### config.mk
export PLATFORM = sky130hd
export DESIGN_NAME = mmc_wb_master
export DESIGN_NICKNAME = d
export VERILOG_FILES = /design/src/rtl/mmc_wb_master.sv
export SDC_FILE = /design/constraint.sdc
export NUM_CORES = 1
export LEC_CHECK = 0
export ABC_AREA = 1
export ABC_CLOCK_PERIOD_IN_PS = 4100
export BUFFER_PORTS_ARGS = -buffer_cell sky130_fd_sc_hd__buf_4
export CORE_ASPECT_RATIO = 1.2
export CORE_MARGIN = 2
export CORE_UTILIZATION = 51
export CTS_CLUSTER_SIZE = 8
export DETAILED_ROUTE_END_ITERATION = 8
export PLACE_DENSITY = 0.83
export SYNTH_ARGS = -nofsm -noshare
export SYNTH_HDL_FRONTEND = slang
export SYNTH_SLANG_ARGS = --single-unit
### constraint.sdc
create_clock -name wb_clk_i -period 4.1 [get_ports wb_clk_i]
set_clock_uncertainty 0.1 [all_clocks]
set_input_delay 0.82 -clock wb_clk_i [delete_from_list [all_inputs] [get_ports wb_clk_i]]
set_output_delay 0.82 -clock wb_clk_i [all_outputs]
set_load 0.02 [all_outputs]
### src/rtl/mmc_wb_master.sv
`default_nettype none
// ============================================================================
// mmc_wb_master : Wishbone initiator for the 8-bit MMC register slave.
// Optional beat timeout is built when MMC_WBM_TIMEOUT_EN is defined.  Rev 1.0
// ============================================================================
module mmc_wb_master #(
  parameter int TIMEOUT_CYCLES = 1024,
  parameter int TO_W           = 11
) (
  input  logic       wb_clk_i,
  input  logic       wb_rst_n_i,
  input  logic       req_valid,
  output logic       req_ready,
  input  logic       req_we,
  input  logic [2:0] req_adr,
  input  logic [7:0] req_len,
  input  logic       wr_valid,
  output logic       wr_ready,
  input  logic [7:0] wr_dat,
  output logic       rsp_valid,
  output logic [7:0] rsp_dat,
  output logic       rsp_last,
  output logic       rsp_err,
  output logic       busy,
  output logic       wb_cyc_o,
  output logic       wb_stb_o,
  output logic       wb_we_o,
  output logic [2:0] wb_adr_o,
  output logic [7:0] wb_dat_o,
  input  logic [7:0] wb_dat_i,
  input  logic       wb_ack_i
);

  typedef enum logic [1:0] {
    S_IDLE   = 2'd0,
    S_FETCH  = 2'd1,
    S_STROBE = 2'd2,
    S_GAP    = 2'd3
  } state_t;

  state_t     r_state;
  state_t     w_next;
  logic       r_cyc;
  logic       r_we;
  logic [2:0] r_adr;
  logic [7:0] r_dat;
  logic [7:0] r_cnt;
  logic       r_rsp_valid;
  logic [7:0] r_rsp_dat;
  logic       r_rsp_last;
  logic       r_rsp_err;
  logic       w_accept;
  logic       w_ack_hit;
  logic       w_timeout;

  assign w_accept  = req_valid & (r_state == S_IDLE);
  assign w_ack_hit = wb_ack_i & (r_state == S_STROBE);

`ifdef MMC_WBM_TIMEOUT_EN
  logic [TO_W-1:0] r_to_cnt;

  // Held at zero outside STROBE so every strobe starts counting from zero.
  always_ff @(posedge wb_clk_i) begin
    if (!wb_rst_n_i || (r_state != S_STROBE)) r_to_cnt <= '0;
    else                                      r_to_cnt <= r_to_cnt + 1'b1;
  end

  assign w_timeout = (r_state == S_STROBE) & ~wb_ack_i &
                     (r_to_cnt == TO_W'(TIMEOUT_CYCLES - 1));
`else
  logic w_unused_to;
  assign w_unused_to = (TIMEOUT_CYCLES > TO_W);
  assign w_timeout   = 1'b0;
`endif

  always_ff @(posedge wb_clk_i) begin
    if (!wb_rst_n_i) r_state <= S_IDLE;
    else             r_state <= w_next;
  end

  always_comb begin
    w_next    = r_state;
    req_ready = 1'b0;
    wr_ready  = 1'b0;
    wb_stb_o  = 1'b0;
    case (r_state)
      S_IDLE: begin
        req_ready = 1'b1;
        if (req_valid) w_next = req_we ? S_FETCH : S_STROBE;
      end
      S_FETCH: begin
        wr_ready = 1'b1;
        if (wr_valid) w_next = S_STROBE;
      end
      S_STROBE: begin
        wb_stb_o = 1'b1;
        if (wb_ack_i)       w_next = S_GAP;
        else if (w_timeout) w_next = S_IDLE;
      end
      S_GAP: begin
        // The slave's trailing ack lands here and is deliberately not looked at.
        if (r_cnt == 8'd0) w_next = S_IDLE;
        else               w_next = r_we ? S_FETCH : S_STROBE;
      end
      default: w_next = S_IDLE;
    endcase
  end

  always_ff @(posedge wb_clk_i) begin
    if (!wb_rst_n_i) begin
      r_cyc       <= 1'b0;
      r_we        <= 1'b0;
      r_adr       <= 3'd0;
      r_dat       <= 8'd0;
      r_cnt       <= 8'd0;
      r_rsp_valid <= 1'b0;
      r_rsp_dat   <= 8'd0;
      r_rsp_last  <= 1'b0;
      r_rsp_err   <= 1'b0;
    end else begin
      r_rsp_valid <= 1'b0;
      r_rsp_last  <= 1'b0;
      r_rsp_err   <= 1'b0;
      if (w_accept) begin
        r_cyc <= 1'b1;
        r_we  <= req_we;
        r_adr <= req_adr;
        r_cnt <= req_len;
      end
      if ((r_state == S_FETCH) && wr_valid) r_dat <= wr_dat;
      if (w_ack_hit) begin
        r_rsp_valid <= 1'b1;
        r_rsp_dat   <= r_we ? 8'h00 : wb_dat_i;
        r_rsp_last  <= (r_cnt == 8'd0);
      end else if (w_timeout) begin
        r_cyc       <= 1'b0;
        r_rsp_valid <= 1'b1;
        r_rsp_dat   <= 8'h00;
        r_rsp_last  <= 1'b1;
        r_rsp_err   <= 1'b1;
      end
      if (r_state == S_GAP) begin
        if (r_cnt == 8'd0) r_cyc <= 1'b0;
        else               r_cnt <= r_cnt - 8'd1;
      end
    end
  end

  assign busy      = (r_state != S_IDLE);
  assign wb_cyc_o  = r_cyc;
  assign wb_we_o   = r_we;
  assign wb_adr_o  = r_adr;
  assign wb_dat_o  = r_dat;
  assign rsp_valid = r_rsp_valid;
  assign rsp_dat   = r_rsp_dat;
  assign rsp_last  = r_rsp_last;
  assign rsp_err   = r_rsp_err;

endmodule
`default_nettype wire

* Word-level counts from Yosys, hierarchy flattened
Index checks and enable logic that the tools add are counted.
** Storage, ports and cells
- Logic and storage cells :: 42
- Flip-flop bits (word level) :: 33
- Bits of input ports :: 33
- Output and inout port bits :: 28
** Operators by class
- Eq/ne operators :: 6
- Reduce and logical (&&, ||, !) cells :: 6
- Add/sub/neg operators :: 1
- Mux-type cells :: 18
- Bitwise logic cells :: 2
** Operators by type and width (number)
- two-way mux 8 bit :: 4
- two-way mux 2 bit :: 6
- logical NOT 8 bit :: 1
- case mux 2 bit (4 select lines) :: 1
- subtractor 8 x 1 -> 8 bit (second input constant) :: 1
- two-way mux 1 bit :: 7
- != test 2 bit (second input constant) :: 3
- equality test 2 bit (second input constant) :: 2
- AND reduction 3 bit :: 1
- AND 1 bit :: 2
- equality test 2 x 1 -> 1 bit (second input constant) :: 1
- logical NOT 2 bit :: 1
- AND reduction 2 bit :: 1
- nonzero test 2 bit :: 1
- logical AND 1 bit :: 1

* Logic depth before layout (Yosys ltp)
- Depth after elaboration :: 5
- Mapped depth :: 9

* Least setup slack after synthesis
OpenSTA, ideal clock, no wires.
- Path type :: flip-flop to output port
- Start point :: reg r_state[0]
- End point :: out busy
- Stages on the path, launching flop included :: 3
- Slack :: 2.414 ns
- Arrival :: 0.766 ns
- Buffers on the path :: 0
- Path through :: dfxtp_1 nor2_4 inv_1
** On the way
- Longest elaborated chain between the ends :: 1
** RTL lines
- from (decl) :: line 41 : state_t r_state;
- from (signal assigned) :: line 78 : else r_state <= w_next;
- nonzero test 2 bit :: line 149 : assign busy = (r_state != S_IDLE);
- to (decl) :: line 24 : output logic busy,
Every way passes these cells.

* Final worst setup path
- Start point :: reg r_state[0]
- End point :: out wr_ready
** On the way
- Longest elaborated chain between the ends :: 2
** RTL lines
- equality test 2 x 1 -> 1 bit :: line 86 : case (r_state)
- two-way mux 1 bit :: line 86
- to (decl) :: line 18 : output logic wr_ready,
Every way passes these cells.

==> results.md <==
* Post-DP HPWL at 2697 microns
* Cts-stage hold buffer count at 0
* Reg-to-reg startpoint: r_cnt[0]
* Hold Crit Class: register to register
* DIE AREA at 3496 sq um
* P per Cell Area at 501.1 nW/um^2
* I/O Buffers at 59
* Synth warn at 0
* Post-layout nets at 321
* Design Area, Final at 2085 sq um
* Post-synth top area share at 0.4265
* CTS tree: built
* Reg clk slew, reported paths at approximately 0.1 ns
* Worst path top cell family by delay: flip-flops
* CTS Root Cell: clkbuf_4
* Pwr Total at 0.001045 W
* Yosys top cell by area: dfxtp_1
* H-tree levels at 2
* Total number of vias at roughly 1600
* Synth Net Count at 260
* Area of the core at approximately 2800 sq um
* Clock Tree Buf Depth at 2
* Ant diodes at 0
* Initial antenna violation count at 0
* Status: complete, no violations
* Slew Limit Fails at 0
* Router iterations before antenna repair at 4
* Setup CP Type: register to primary output
* RSZ-0062 raised after global routing: false
* Crit. End Element: primary output
* Commonest non-fill, non-tap cell in the layout: nand2_1
* Routed WL at 3541 microns
* Post-layout minimum cycle time at 2.176 ns
* Worst Path Buf+Inv at 2
* Drt wl/cell at 11.00 microns
* DIE HEIGHT at ~64 microns
* DR DRC count at 0
* Syn_area_per_cell at 6.854 sq um
* CP cell instances: nand2_1 > inv_2 > buf_4
* Leak at 1.035 nW
* Vias in the first global route at 1291
* Setup TNS at 0 ns
* Period Utilization, post-route at 0.5307
* CP startpoint kind: register
* Most area-consuming cells after synthesis: dfxtp_1 (43%), nand2_1 (15%), nor2_1 (8.2%)
* Largest net degree at the start of global routing at 25
* Max Freq at between 0.4 and 0.5 GHz
* Placed cells at 314
* Vias/cell at 4.963
* Max stage delay on crit path at 0.48 ns
* DRT iter0 DRCs at 85
* Final std cells w/o fill at between 300 and 400
* First-pass GRT wire length at 5513 microns
* GRT Total Usage at 0.2151
* Maximum vdd drop at 0.4068 mV
* CP max FO at 10
* Die width at ~54 microns
* Most frequent cells in the layout: nand2_1 (61), buf_4 (59), nor2_1 (34)
* Number of distinct library cells after synthesis at 27
* Post-CTS Setup Bufs at 0
* Congestion Overflow GR at 0
* Worst skew pair latency at 0.33 ns
* Row cnt at 21
* Post-Synthesis Cells at 226
* Starting Density at 0.5459
* Yosys reg bits at 33
* Area delta synth->final at 34.57%
* Final hold vios at 0
* MaxCap Viol Count at 0
* Worst EP required at approximately 3.2 ns
* Share of post-route cells with drive strength above 1 at 0.2778
* Hold_ws at 0.3714 ns
* Synth Cell Area at around 1500 sq um
* Sequential area share after synthesis at 0.4265
* Placed Area at 1999 sq um
* Final setup fails at 0
* Post-cts sizing count at 0
* Slowest CP cell: dfxtp_1
* Clk sink count at 33
* Post-DRT Antenna Nets at 0
* Num CTS Buffers at 5
* Arrival @ worst endpoint at 1.26 ns
* Routability Congestion at between 0.8 and 0.9
* I/O pins at just over 60
* Crit path from: r_state[0]
* HP Start: wb_dat_o[6]
-- through the flow --
stage | utilization | setup WS [ns]
6_report | 0.7346 | 1.924
5_1_grt | 0.7346 | 1.846
4_1_cts | 0.7346 | 1.922
3_5_place_dp | 0.7046 | 2.211
3_3_place_gp | 0.7046 | 2.252
2_1_floorplan | - | 2.414
-- path summary, 6_finish.rpt --
kind                               endpoint  slack (ns)  cells after the start
worst max register to register     r_cnt[7]        2.51                      9
worst min register to register  wb_dat_o[6]        0.37                      2
worst min-delay path            wb_dat_o[6]        0.37                      2
worst max-delay path               wr_ready        1.92                      3
-- synth_stat cells --
| cell | count |
|---|---|
| o21a_1 | 1 |
| nand2_4 | 1 |
| inv_2 | 2 |
| nand2_2 | 3 |
| clkbuf_1 | 2 |
| nand3_2 | 1 |
| ha_1 | 1 |
| buf_4 | 1 |
| nor2_2 | 1 |
| nand2_1 | 61 |
| nand3_1 | 22 |
| o21ai_2 | 3 |
| o21ai_0 | 16 |
| dfxtp_1 | 33 |
| conb_1 | 1 |
| buf_8 | 1 |
| clkinv_1 | 2 |
| inv_4 | 1 |
| nor3_1 | 2 |
| nor2_1 | 34 |
| nor2_4 | 2 |
| o21ai_1 | 4 |
| xor2_1 | 1 |
| a21oi_1 | 12 |
| o211ai_1 | 1 |
| buf_2 | 1 |
| inv_1 | 16 |
-- power by group --
part           total, W  internal [W]  switching [W]
Clock          0.000253      0.000146       0.000107
Combinational  0.000390      0.000152       0.000238
Sequential     0.000401      0.000365      0.0000369
-- worst min-delay path: cells and delay by family (launching register included) --
family             cells  cell delay [ns]
AOI/OAI and AO/OA      1             0.05
DFF                    1             0.32
and+or+nand+nor        1             0.06
-- sequential cells by signal, summed over array words and instances (netlist names) --
| signal | count |
|---|---|
| wb_we_o | 1 |
| wb_adr_o | 3 |
| r_state | 2 |
| wb_dat_o | 8 |
| wb_cyc_o | 1 |
| rsp_last | 1 |
| rsp_dat | 8 |
| r_cnt | 8 |
| rsp_valid | 1 |
-- layer usage --
layer,wire length (microns),global-route usage,up-vias
met5,0,0,-
met4,58,0.08438,0
met3,267,0.06542,8
met2,1678,0.3539,52
met1,1536,0.2522,691
li1,-,-,847
-- final cells by class --
cell class	count	area, sq um
Clock buffer	7	55.05
Clock inverter	1	30.03
Fill cell	257	753.2
Inverter	21	81.33
Multi-Input combinational cell	167	772.0
Sequential cell	33	660.6
Tap cell	34	42.54
Timing Repair Buffer	59	442.9
-- cells by family after synthesis --
kind of cell | Yosys count | share of synthesized area
DFF | 33 | 0.4265
adders and majority gates | 1 | 0.008076
buffers and inverters | 26 | 0.07513
and+or+nand+nor | 127 | 0.3522
other | 1 | 0.002421
xor gates and xnor gates | 1 | 0.005655
AOI/OAI and AO/OA | 37 | 0.1301
Power figures use the tool's default switching activity.
